File: src/rtl/sequential_divider.sv
// Multi-cycle restoring divider: 8-bit dividend / 4-bit divisor, one quotient bit per clock.
// Define SEQUENTIAL_DIVIDER_DBZ_EN to short-circuit divide-by-zero and raise dbz.
module sequential_divider (
   input  logic       clk,
   input  logic       rst,
   input  logic       start,
   input  logic [7:0] a,
   input  logic [3:0] b,
   output logic [7:0] quot,
   output logic [3:0] rem,
   output logic       busy,
   output logic       done,
   output logic       dbz
);

   localparam int unsigned DVD_W = 8;
   localparam int unsigned DVS_W = 4;
   localparam int unsigned CNT_W = 3;

   typedef enum logic [1:0] {S_IDLE, S_RUN, S_DONE} state_t;

   state_t             r_state;
   state_t             w_state_nxt;
   logic [DVD_W-1:0]   r_dvd;
   logic [DVS_W-1:0]   r_dvs;
   logic [DVS_W-1:0]   r_part;
   logic [CNT_W-1:0]   r_cnt;
   logic [DVD_W-1:0]   r_qacc;
   logic [DVD_W-1:0]   r_quot;
   logic [DVS_W-1:0]   r_rem;
   logic               r_busy;
   logic               r_done;

   logic               w_accept;
   logic               w_zero_dbz;
   logic               w_last;
   logic [DVS_W:0]     w_t;
   logic               w_ge;
   logic [DVS_W-1:0]   w_part_nxt;
   logic               w_load_run;
   logic               w_busy_nxt;
   logic               w_done_nxt;

   assign w_accept = start && (r_state != S_RUN);
   assign w_last   = (r_cnt == CNT_W'(DVD_W - 1));

`ifdef SEQUENTIAL_DIVIDER_DBZ_EN
   assign w_zero_dbz = (b == '0);
`else
   assign w_zero_dbz = 1'b0;
`endif

   // Restoring step; the top bit of r never feeds back, so only r[3:0] is stored.
   assign w_t        = {r_part, r_dvd[DVD_W-1]};
   assign w_ge       = (w_t >= {1'b0, r_dvs});
   assign w_part_nxt = w_ge ? DVS_W'(w_t - {1'b0, r_dvs}) : w_t[DVS_W-1:0];

   // State register
   always_ff @(posedge clk or posedge rst) begin
      if (rst) r_state <= S_IDLE;
      else     r_state <= w_state_nxt;
   end

   // Next-state logic
   always_comb begin
      w_state_nxt = r_state;
      case (r_state)
         S_IDLE:  if (start) w_state_nxt = w_zero_dbz ? S_DONE : S_RUN;
         S_RUN:   if (w_last) w_state_nxt = S_DONE;
         S_DONE:  w_state_nxt = start ? (w_zero_dbz ? S_DONE : S_RUN) : S_IDLE;
         default: w_state_nxt = S_IDLE;
      endcase
   end

   // Output decode; a result is loaded on the last step or on a short-circuited zero divisor
   always_comb begin
      w_load_run = (r_state == S_RUN) && w_last;
      w_busy_nxt = (w_state_nxt == S_RUN);
      w_done_nxt = w_load_run || (w_accept && w_zero_dbz);
   end

   // Datapath and registered outputs
   always_ff @(posedge clk or posedge rst) begin
      if (rst) begin
         r_dvd  <= '0;
         r_dvs  <= '0;
         r_part <= '0;
         r_cnt  <= '0;
         r_qacc <= '0;
         r_quot <= '0;
         r_rem  <= '0;
         r_busy <= 1'b0;
         r_done <= 1'b0;
      end else begin
         r_busy <= w_busy_nxt;
         r_done <= w_done_nxt;
         if (w_accept) begin
            r_dvd  <= a;
            r_dvs  <= b;
            r_part <= '0;
            r_cnt  <= '0;
            r_qacc <= '0;
            if (w_zero_dbz) begin
               r_quot <= '1;
               r_rem  <= '0;
            end
         end else if (r_state == S_RUN) begin
            r_dvd  <= {r_dvd[DVD_W-2:0], 1'b0};
            r_part <= w_part_nxt;
            r_qacc <= {r_qacc[DVD_W-2:0], w_ge};
            r_cnt  <= CNT_W'(r_cnt + 1'b1);
            if (w_load_run) begin
               r_quot <= {r_qacc[DVD_W-2:0], w_ge};
               r_rem  <= w_part_nxt;
            end
         end
      end
   end

`ifdef SEQUENTIAL_DIVIDER_DBZ_EN
   logic r_dbz;

   always_ff @(posedge clk or posedge rst) begin
      if (rst)                          r_dbz <= 1'b0;
      else if (w_accept && w_zero_dbz)  r_dbz <= 1'b1;
      else if (w_load_run)              r_dbz <= 1'b0;
   end

   assign dbz = r_dbz;
`else
   assign dbz = 1'b0;
`endif

   assign quot = r_quot;
   assign rem  = r_rem;
   assign busy = r_busy;
   assign done = r_done;

endmodule

File: config.mk
export PLATFORM = sky130hd
export DESIGN_NAME = sequential_divider
export DESIGN_NICKNAME = d
export VERILOG_FILES = /design/src/rtl/sequential_divider.sv
export SDC_FILE = /design/constraint.sdc
export NUM_CORES = 1
export LEC_CHECK = 0
export ABC_AREA = 1
export CAP_MARGIN = 20
export CORE_MARGIN = 3
export CORE_UTILIZATION = 40
export CTS_CLUSTER_DIAMETER = 30
export DETAILED_ROUTE_END_ITERATION = 10
export HOLD_SLACK_MARGIN = 0.08
export SLEW_MARGIN = 20
export SYNTH_ARGS = -nofsm -noshare
export SYNTH_HDL_FRONTEND = slang
export SYNTH_SLANG_ARGS = --single-unit
File: constraint.sdc
create_clock -name clk -period 1.35 [get_ports clk]
set_input_delay 0.2025 -clock clk [delete_from_list [all_inputs] [get_ports clk]]
set_output_delay 0.2025 -clock clk [all_outputs]
set_load 0.01 [all_outputs]
==> results of run 1 <==
-- cell usage in the layout (no fill, tap or decap), types with 2 or more instances in the layout --
master / instances
nand2_1: 49
dfrtp_1: 42
inv_1: 16
buf_4: 15
clkdlybuf4s50_1: 14
dlygate4sd2_1: 14
o21ai_1: 12
nand2_2: 11
inv_2: 10
o22ai_1: 8
nand3_1: 8
clkbuf_8: 5
nand2_4: 4
ha_4: 3
a22o_1: 2
nor2_1: 2
o211ai_2: 2
nand3_2: 2
o221ai_1: 2
o211ai_1: 2
ha_1: 2
buf_12: 2
-- sequential cells by signal (all words and copies together), names as in the netlist --
register	flops
quot	8
r_dvd	8
r_qacc	7
r_dvs	4
r_part	4
rem	4
r_cnt	3
r_state	2
busy	1
done	1
-- cell families (layout without fill, tap and decap cells) --
| kind of cell | count (synthesis) | count (layout) |
|---|---|---|
| AO/OA/AOI/OAI | 30 | 30 |
| XOR/XNOR | 1 | 1 |
| adder cells (fa/ha/maj) | 7 | 7 |
| buffers and inverters | 34 | 81 |
| flip-flops | 42 | 42 |
| multiplexers | 1 | 1 |
| other | 1 | 1 |
| AND/OR/NAND/NOR | 80 | 80 |
-- worst min path at each step --
stage          slack [ps]  depth (start not counted)                   end                  from
5_1_grt               260                          3    rem[3]$_DFFE_PP0P_                   rst
2_1_floorplan         330                          2  r_dvd[0]$_DFFE_PP0P_                  a[0]
4_1_cts               270                          3   quot[1]$_DFFE_PP0P_                   rst
3_3_place_gp          460                          2  r_dvd[6]$_DFFE_PP0P_  r_dvd[6]$_DFFE_PP0P_
6_report              270                          3    rem[3]$_DFFE_PP0P_                   rst
3_5_place_dp          470                          2    rem[3]$_DFFE_PP0P_    rem[3]$_DFFE_PP0P_
-- layout make-up --
type	instances	area, µm²	share of cell area, %
well taps	52	65.1	2.53
clock buffers	6	72.6	2.83
inverters	27	103	3.99
repair buffers	46	440	17.1
multi-input cells	120	800	31.1
clock inverters	2	37.5	1.46
flip-flops and latches	42	1050	40.9
-- worst max-delay path, delay by kind of cell (launching register included) --
family | cells | cell delay, ps
fa+ha+maj | 2 | 460
flops | 1 | 380
simple gates | 4 | 230
xor+xnor | 1 | 170
buf+inv | 2 | 110
-- per-layer routing --
layer	global-route usage, %	routed length, µm	vias to the layer above
li1	-	-	715
met1	19.6	1720	640
met2	20.4	1500	25
met3	5.61	126	2
met4	4.94	39	0
met5	0	0	-
-- report_power, final --
group | switching (mW) | internal (mW) | total, mW
clock | 0.424 | 0.552 | 0.976
combinational | 2.00 | 1.69 | 3.70
sequential | 0.248 | 1.83 | 2.07
total | 2.68 | 4.07 | 6.75
-- timing repair --
| item | 4_1_cts | 5_1_grt |
|---|---|---|
| endpoints found under the setup margin | 24 | 17 |
| cloned | 0 | 1 |
| resized for setup | 22 | 12 |
| setup buffers | 0 | 1 |
| pin swaps | 4 | 8 |
-- per-stage QoR --
| stage | setup WS (ps) | hold slack, ps | utilization [%] | total power [mW] |
|---|---|---|---|---|
| after floorplan | -40.6 | 329 | - | 4.30 |
| after global placement | -118 | 464 | 53.1 | 5.40 |
| after detailed placement | -123 | 468 | 53.1 | 5.44 |
| after CTS | -78.0 | 267 | 56.0 | 6.50 |
| after global routing | -184 | 265 | 57.8 | 7.40 |
| final | -87.2 | 266 | 57.8 | 6.75 |
==> impl.org, run 1 <==
** Run status
- Result of the run :: complete, but fails checks
- Violated checks :: negative setup slack

** Synth
- Counting every net in the synthesized netlist gives 218.
- Number of unique standard cell types used by synthesis :: 27
- Synthesis produced 196 cells.
- Ys Warns :: 0
- Summing the sequential cell areas from Yosys gives 55.8% of the chip area.
- Adder-cell share of the synthesized area :: 5.05%
- Among all flip-flop cells after synthesis, the most frequent one is dfrtp_1.
- Sorting the synthesized cells by area gives the leading types as dfrtp_1 (56%), nand2_1 (11%), ha_1 (4.0%).
- The commonest cells after synthesis are nand2_1 (57), dfrtp_1 (42), inv_1 (20), o21ai_1 (12), nand3_1 (10).
- Cell accounting for the most synthesized area :: dfrtp_1
- Summed over its instances, the top area cell type makes up 55.8% of the synthesized netlist area.
- After synthesis the netlist holds a flip-flop and latch count of 42.
- Avg Inst Size Synth :: 9.61 µm²
- nand2_1 is the most common cell in the netlist.
- Summing the areas of all compound-gate instances in the mapped netlist gives 10.6% of the synthesized area.
- Main combinational cell family by area after synthesis :: simple AND/OR/NAND/NOR gates
- After synthesis the cells add up to 1880 µm².
- Of the total synthesized cell area, the portion taken by AND, OR, NAND and NOR gates is 19.7%.
- Post-synth ARST share :: 100%
- Share of cell area taken by muxes after synthesis :: 0.598%
- Area share of xor/xnor cells in the synthesized design :: 0.465%
- In this run, synthesis inferred 0 flip-flops with an integrated enable.

** Critical path
- Series of cell instances along the critical path :: inv_2, ha_4, inv_2, fa_2, xor2_2, nand2_4, nand2_4, nand2_2, nand2_2
- The critical path is of the register to register type.
- The largest individual stage delay along the critical path comes from the cell dfrtp_1.
- For this run, the slowest stage of the critical path takes 380 ps.
- Tracing the worst setup path back leads to its startpoint at r_dvd[7]$_DFFE_PP0P_.
- R2R depth :: 9
- Endpoint of the worst setup timing path :: r_part[2]$_DFFE_PP0P_
- The worst register-to-register path begins at r_dvd[7]$_DFFE_PP0P_.
- Data arrival time of the worst path :: 1630 ps
- STA classifies the critical path startpoint as a register.
- Along the worst path, the maximum fanout reaches 2.
- The worst register-to-register path ends at r_part[2]$_DFFE_PP0P_.
- Endpoint required time on the critical path :: 1540 ps
- CP Capture Type :: register
- Worst-case register-to-register setup slack :: -90 ps

** STA
- After layout, the worst setup slack is -87.2 ps.
- Setup violations remaining at the end of the flow were counted as 8.
- On the final layout, the worst clock skew is 7.30 ps.
- The worst path in the final design needs a cycle of 1440 ps, including I/O delays and setup.
- Maximum frequency from static timing analysis :: 696 MHz
- Part of the cycle the worst path needs :: 106%
- The final number of max-transition violations is 0.
- Unrepaired setup endpoints after global routing :: true
- In the final timing run, aggregate negative setup slack is -579 ps.
- The final hold violation count was 0.

** Final layout
- The post-route netlist has 26.7% of its cells at a drive strength greater than 1.
- Final instance count without filler cells :: 295
- The number of antenna diodes in the final layout is 0.
- Total of fill cells in the finished design :: 394
- Post-layout nets :: 264
- Final standard cell area without fillers :: 2570 µm²
- Area Growth Syn to Fin :: 36.4%

** Power
- Maximum vdd ir drop :: 0.00150 V
- Dividing total power by cell area gives a power density of 2630 nW/µm².
- For this design the static power due to leakage is 1.27 nW.

** Clock network
- Buffers from clock root to sink, at most :: 2
- Clock root buffer :: clkbuf_8
- Clock tree from TritonCTS :: yes
- Hold repair after CTS inserted 0 buffers.
- CTS sink cnt :: 42
- Clock-pin slew was measured on the worst setup and hold paths at 80 ps.
- H-tree Lvls :: 2
- Counting the buffers created by CTS gives 5.
- The later pin in the worst-skew pair is clocked with a latency of 290 ps.

** Place
- The wire-length estimate of the detail-placed layout is 2320 µm.
- Placer Congestion :: 0.781
- Post-placement cell area :: 2360 µm²
- Placed Instances :: 285
- Quantity of I/O buffers inserted on ports :: 28

** Global routing
- Entering global routing, the biggest net connects 43 pins.
- Remaining Overflow, GRT :: 0
- Tot GR Track Use :: 14.2%
- The initial antenna violation count came to 0.
- Vias in the first global route :: 1251
- The first global-routing pass estimated 5820 µm of wire.

** Die
- The initial utilization of the core area, before any placement, comes to 42.4%.
- For this design the top-level I/O count stands at 30.
- Die area :: 5570 µm²
- The die is 74.6 µm wide.
- The floorplan step defined a core boundary enclosing 4440 µm².
- Number of standard-cell rows in the floorplan :: 24
- Overall die height :: 74.6 µm

** Drt
- Mean number of vias per cell :: 4.68
- For this run, design rule violations remaining after detail routing come to 0.
- Count of antenna-violating nets left after detailed routing :: 0
- Total wirelength of the detailed-routed design :: 3390 µm
- Number of iterations in the first detailed-routing pass :: 4
- In the final routed layout, each cell accounts on average for 11.5 µm.
- Iteration-0 DRC Markers :: 30
- The routed layout has 1382 vias.

** Hold path
- Type of the worst min-delay path :: primary input to asynchronous set/reset pin

** Job
- Across the run, the number of max-cap violations was 0.
No activity file was read; power rests on OpenSTA's default activity.
==> inputs of run 2 (changes only) <==
--- a/config.mk
+++ b/config.mk
@@ -7,11 +7,14 @@
 export LEC_CHECK = 0
 export ABC_AREA = 1
 export CAP_MARGIN = 20
+export CELL_PAD_IN_SITES_DETAIL_PLACEMENT = 1
+export CELL_PAD_IN_SITES_GLOBAL_PLACEMENT = 1
 export CORE_MARGIN = 3
-export CORE_UTILIZATION = 40
+export CORE_UTILIZATION = 36
 export CTS_CLUSTER_DIAMETER = 30
 export DETAILED_ROUTE_END_ITERATION = 10
 export HOLD_SLACK_MARGIN = 0.08
+export PLACE_DENSITY_LB_ADDON = 0.1
 export SLEW_MARGIN = 20
 export SYNTH_ARGS = -nofsm -noshare
 export SYNTH_HDL_FRONTEND = slang
==> impl.org, run 2 (synthesis results as in run 1) <==
** Final layout
- Area of the multi-input gates :: 797 µm² (-0.31%)
- The post-route standard cell area excluding fillers is 2580 µm² (+0.54%).
- Relative to the synthesized area, the layout overhead comes to 37.1%.
- Most frequent standard cell in the layout excluding fill and tap cells :: nand2_1
- Final instance count without filler cells :: 315 (+6.8%)
- Commonest non-fill, non-tap cells in the layout :: nand2_1 (51), dfrtp_1 (42), buf_4 (22), inv_1 (16)
- Ant. Diodes :: 0 (unchanged)
- The number of inserted filler cells in the final layout came to 584 (+48%).
- The storage element area came to 1050 µm² (unchanged).
- The net count of the finished layout came to 270 (+2.3%).
- The proportion of layout cells with a drive suffix above 1 is 27.8% (+1.1 points).

** Place
- The number of placed instances, taps included is 303 (+6.3%).
- The number of buffer cells added on primary ports came to 28 (unchanged).
- DP HPWL :: 3160 µm (+36%)
- Placer Congestion :: 0.774 (-0.90%)
- The post-detailed-placement cell area came to 2400 µm² (+1.8%).

** Global routing
- The wire length of the first global-routing pass was 7550 µm (+30%).
- Vias in the first global route :: 1594 (+27%)
- The total global routing track utilization came to 15.8% (+1.6 points).
- The largest net degree at the start of global routing came to 43 (unchanged).
- Remaining Overflow, GRT :: 0 (unchanged)
- Antenna violations before repair :: 0 (unchanged)

** Critical path
- By startpoint and endpoint, the worst setup path is classified as register to register.
- Element type at the critical path start :: register
- Critical path fanouts, max :: 6 (+4)
- Series of cell instances along the critical path :: inv_2, ha_4, a21oi_4, nand2_2, nand2_4, nand2_8, nand2_2, nand2_2, nand2_1, nand2_1
- Crit path largest cell delay :: 380 ps (about the same)
- The most numerous cell type found on the critical path is nand2_2.
- Max stage delay cell, worst path :: dfrtp_1
- Endpoint required time on the critical path :: 1530 ps (about the same)
- CP Capture Type :: register
- The worst path arrival time came to 1660 ps (+30 ps).

** STA
- Final setup violating endpoints :: 10 (+2)
- Maximum frequency from static timing analysis :: 677 MHz (-2.7%)
- The setup TNS is -929 ps (-350 ps).
- Final hold violation count :: 0 (unchanged)
- The final period utilization is 109% (+3.0 points).
- Shortest period the worst path allows :: 1480 ps (+40.2 ps)
- The final number of max-transition violations came to 0 (unchanged).
- The worst-case setup margin in the final layout came to -127 ps (-40.2 ps).
- Tightest hold margin :: 273 ps (+7.06 ps)
- Maximum clock skew at final layout :: 4.54 ps (-2.76 ps)
- Unrepaired setup endpoints after global routing :: true

** Clock network
- Clock root buffer :: clkbuf_8
- Clock tree from TritonCTS :: yes
- Buffers from clock root to sink, at most :: 2 (unchanged)
- Clock insertion delay at the later pin of the skew report :: 290 ps (about the same)
- CTS sink cnt :: 42 (unchanged)
- The count of H-tree levels built during CTS came to 2 (unchanged).
- The total CTS buffers is 5 (unchanged).
- The clock slew seen by the registers of the worst setup and hold paths is 80 ps (about the same).

** Run status
- Violated checks :: negative setup slack
- Result of the run :: complete, but fails checks

** Drt
- Iteration-0 DRC Markers :: 25 (-17%)
- Wire length on met2 :: 2220 µm (+48%)
- Mean number of vias per cell :: 4.77 (+1.7%)
- The total met3 wirelength after detailed routing is 172 µm (+37%).
- The routed metal-1 wirelength was 1870 µm (+8.7%).
- The detailed-router iteration count before antenna repair was 4 (unchanged).
- Via count :: 1501 (+8.6%)
- Count of antenna-violating nets left after detailed routing :: 0 (unchanged)
- The total detailed-routing wirelength was 4320 µm (+28%).
- Top Layer Used :: met4
- The total DRC errors in the routed layout came to 0 (unchanged).
- The routed length per placed instance was 13.7 µm (+19%).

** Power
- The total power density per cell area is 2670 nW/µm² (+1.5%).
- The worst voltage drop across the vdd grid is 0.00107 V (-29%).
- Internal Power :: 4.00 mW (-1.7%)
- Static Leak :: 1.28 nW (+0.88%)
- Relative contribution of the clock network to total power :: 11.2% (-3.3 points)
- Power share of the sequential group :: 30.5% (-0.2 points)
- Switching fraction of total power :: 41.9% (+2.2 points)
- Sw power :: 2.88 mW (+7.8%)
- Portion of total power attributed to combinational logic :: 58.3% (+3.5 points)
- The total power consumption of the routed design came to 6.89 mW (+2.0%).

** Die
- The placeable core region was 4880 µm² (+9.8%).
- The effective utilization at floorplan is 38.6% (-3.8 points).
- The overall die area came to 6130 µm² (+10%).
- The number of primary I/O pins came to 30 (unchanged).
- The chip height was 78.3 µm (+5.0%).
- The number of rows created at floorplan came to 25 (+4.2%).
- The die width came to 78.3 µm (+5.0%).

** Hold path
- The worst hold path belongs to the class primary input to asynchronous set/reset pin.

** Job
- Number of maximum-capacitance constraint violations :: 0 (unchanged)
==> run 2: critical path, delay by kind of cell (launching register included) <==
kind                       cells  cell delay [ps]
AOI/OAI and AO/OA              1              160
adders and majority gates      1              230
buffers and inverters          1               80
DFF                            1              380
and+or+nand+nor                7              530
==> run 2: final timing paths <==
check	slack, ps	start	cells after the start	end
max reg2reg	-130	r_dvs[2]$_DFFE_PP0P_	10	r_part[3]$_DFFE_PP0P_
min in group clk	460	b[3]	3	r_dvs[3]$_DFFE_PP0P_
max	-130	r_dvs[2]$_DFFE_PP0P_	10	r_part[3]$_DFFE_PP0P_
max in group asynchronous	860	rst	3	r_cnt[0]$_DFFE_PP0P_
min	270	rst	3	quot[1]$_DFFE_PP0P_
min reg2reg	480	rem[0]$_DFFE_PP0P_	2	rem[0]$_DFFE_PP0P_
==> run 2: metal layers <==
layer  vias to the layer above  global-route usage, %
met3                         5                   3.90
met4                         0                   4.72
met1                       739                   19.8
met2                        31                   26.8
li1                        726                      -
met5                         -                      0
==> run 2: final cells by class <==
type	instances	share of cell area [%]
multi-input combinational	120	30.9
timing repair buffer	52	18.1
sequential	42	40.7
clock inverter	2	0.388
tap	67	3.25
clock buffer	5	2.66
inverter	27	4.02
==> run 2: power by group through the flow <==
| stage | combinational (mW) | sequential, mW | clock, mW |
|---|---|---|---|
| final | 4.01 | 2.10 | 0.770 |
| after global routing | 4.48 | 2.17 | 0.889 |
| after CTS | 3.63 | 2.11 | 0.804 |
| after detailed placement | 3.54 | 2.13 | 0 |
| after global placement | 3.36 | 2.09 | 0 |
| after floorplan | 2.12 | 2.18 | 0 |
==> run 2: what timing repair did <==
item | 4_1_cts | 5_1_grt
buffers inserted | 1 | 4
setup endpoints to repair | 24 | 23
hold buffers | 0 | 0
endpoints found under the hold margin | 0 | 0
pin swaps | 4 | 5
gates resized for setup | 23 | 10
==> run 2: stage by stage <==
stage	setup slack, ps	utilization [%]
6_report	-127	52.9
4_1_cts	-117	51.4
3_3_place_gp	-150	49.2
5_1_grt	-221	52.9
3_5_place_dp	-166	49.2
2_1_floorplan	-40.6	-
==> RTL change, RTL diff (settings of run 1) <==
Put one more register stage on the output `rem`, with the module's reset. The value now appears one clock later. The other outputs are not delayed to match.
--- a/src/rtl/sequential_divider.sv
+++ b/src/rtl/sequential_divider.sv
@@ -132,7 +132,13 @@
 `endif
 
    assign quot = r_quot;
-   assign rem  = r_rem;
+   always_ff @(posedge clk or posedge rst) begin
+      if (rst) begin
+         rem <= '0;
+      end else begin
+         rem <= r_rem;
+      end
+   end
    assign busy = r_busy;
    assign done = r_done;
 
Formal check against the unedited RTL: not equivalent (a bounded check fails within 10 cycles, from zero or initial values and one cycle with rst high).
==> RTL change against run 1 <==
- the run still ends with setup timing left
- sequential cell count grew 4
- core utilization up 0.12 points
- wire length up 3.0%
- synthesized cell count rose by 2.0%
- cell area grew 2.9%
- synthesized area is 5.2% higher
- setup slack worse by 0.0078 ns
- clock power increased by 6%
- die area up 4.8%
- maximum frequency is 0.54% lower
- combinational power down 4%
- count of clock-buffer cells in the layout fell by 1
- power is 1.4% higher
- hold slack got worse by 0.022 ns
- critical path type unchanged
- critical endpoint unchanged
==> RTL change: results (changes against run 1) <==
Netlist cell types: 27 (unchanged)
HP Class: in2async (unchanged)
Status: complete, but fails checks (unchanged)
Arrival time worst endpoint: 1.64 ns
Ranking of synthesized cells by area: dfrtp_1 (58%), nand2_1 (11%), ha_1 (3.8%) (was dfrtp_1 (56%), nand2_1 (11%), ha_1 (4.0%))
Starting DRT DRC Count: 114 (was 30)
Syn Nets: 222 (was 218)
Root buffer cell: clkbuf_8 (unchanged)
Clock Tree Buf Depth: 2 (unchanged)
Yosys Warn Count: 0 (unchanged)
Nets: 268 (was 264)
Critical path fanouts, max: 2 (unchanged)
Drt first pass iters: 4 (unchanged)
Ys flop type: dfrtp_1 (unchanged)
Vias per cell: 4.48 (was 4.68)
Placed cell count: 302 (was 285)
Lkg Pwr: 1.30 nW (was 1.27 nW)
Setup Viol. Count Final: 8 (unchanged)
Routability cong.: 0.726 (was 0.781)
PortBufs: 28 (unchanged)
Failing checks: setup timing (unchanged)
Peak VDD IR: 0.00139 V (was 0.00150 V)
Routed vias: 1397 (was 1382)
Initial antenna violation count: 0 (unchanged)
Final wirelength: 3.49 mm (was 3.39 mm)
First-pass GRT wire length: 6.24 mm (was 5.82 mm)
CTS Buf Count: 5 (unchanged)
Largest net degree at the start of global routing: 47 (was 43)
CTS clk-pin slew, worst paths: 0.08 ns (about the same)
Post-synth top cells: nand2_1 (57), dfrtp_1 (46), inv_1 (20), o21ai_1 (12), nand3_1 (10) (was nand2_1 (57), dfrtp_1 (42), inv_1 (20), o21ai_1 (12), nand3_1 (10))
Share of cells above drive strength 1: 26.3% (was 26.7%)
Placed cell areas: 2470 µm² (was 2360 µm²)
Diodes inserted: 0 (unchanged)
Width of the die: 76.4 µm (was 74.6 µm)
H-tree levels: 2 (unchanged)
Hold Fails Final Rpt: 0 (unchanged)
Clk_lat worst skew: 0.30 ns
Layout Skew: 0.0103 ns (was 0.00730 ns)
HPWL after DPL: 2.38 mm (was 2.32 mm)
Register area share after synthesis: 58.1% (was 55.8%)
FFs w/ async S/R, synth: 100% (unchanged)
Cell count after synthesis: 200 (was 196)
All-Layer GR Usage: 13.2% (was 14.2%)
Number of flops mapped to enable cells by yosys: 0 (unchanged)
Final WS setup: -0.0950 ns (was -0.0872 ns)
RTL change: changes by cell type after synthesis:
cell | before | now
dfrtp_1 | 42 | 46
o211ai_1 | 2 | 4
o211ai_2 | 2 | 0
buf_4 | 3 | 2
buf_6 | 0 | 1
nand2_2 | 6 | 5
nand2_4 | 2 | 3
RTL change: timing repair:
| item | in CTS | in global routing |
|---|---|---|
| pin swaps | 7 | 7 |
| setup buffers | 1 | 1 |
| setup endpoints to repair | 25 | 17 |
| gates resized for setup | 24 | 7 |
| hold buffers | 0 | 0 |
RTL change: worst max-delay path, stage by stage (launching register included):
cell and delay, ns:
dfrtp_1 0.39, inv_2 0.08, ha_4 0.12, inv_2 0.04, fa_2 0.33, xor2_1 0.17
nand2_2 0.07, nand2_2 0.05, nand2_1 0.05, nand2_1 0.04
RTL change: kinds of logic (layout without fill, tap and decap cells):
kind of cell             count (synthesis)  after routing  share of synthesized area [%]
AO/OA/AOI/OAI                           30             30                           9.53
flip-flops                              46             46                           58.1
AND/OR/NAND/NOR                         80             80                           18.9
other                                    1              1                          0.189
buffers and inverters                   34             81                           7.45
multiplexers                             1              1                          0.568
adder cells (fa/ha/maj)                  7              7                           4.80
XOR/XNOR                                 1              1                          0.442
RTL change: layer usage:
layer | track usage, % | vias to the layer above | share of wire (%)
met5 | 0 | - | 0
met4 | 4.35 | 0 | 1.1
met3 | 3.43 | 4 | 4.5
met2 | 20.6 | 31 | 44
met1 | 18.1 | 633 | 50
li1 | - | 729 | -
RTL change: area by class of cell:
type / count / area, µm²
Fill cell: 430 / 1920
Sequential cell: 46 / 1150
Multi-Input combinational cell: 120 / 773
Inverter: 27 / 103
Tap cell: 65 / 81.3
Clock inverter: 3 / 43.8
Clock buffer: 5 / 68.8
Timing Repair Buffer: 46 / 423
RTL change: worst paths after layout:
kind                          start        end  slack, ns  cells after the start
max in group asynchronous       rst   r_dvd[6]       0.89                      3
min in group clk           r_rem[1]     rem[1]       0.38                      0
hold / removal                  rst       done       0.24                      3
setup reg to reg           r_dvd[7]  r_part[2]      -0.09                      9
setup / recovery           r_dvd[7]  r_part[2]      -0.09                      9
hold reg to reg            r_rem[1]     rem[1]       0.38                      0
RTL change: metrics by stage:
| step | power [mW] | setup slack (ns) | TNS, ns |
|---|---|---|---|
| 2_1_floorplan | 4.49 | -0.0306 | -0.135 |
| 3_3_place_gp | 5.56 | -0.125 | -0.739 |
| 3_5_place_dp | 5.62 | -0.129 | -0.892 |
| 4_1_cts | 6.74 | -0.0983 | -0.611 |
| 5_1_grt | 7.50 | -0.161 | -1.23 |
| 6_report | 6.84 | -0.0950 | -0.555 |
RTL change: report_power, final:
part           switching [mW]  internal [mW]
sequential              0.272           2.00
clock                   0.473          0.555
combinational            1.90           1.64
total                    2.64           4.20
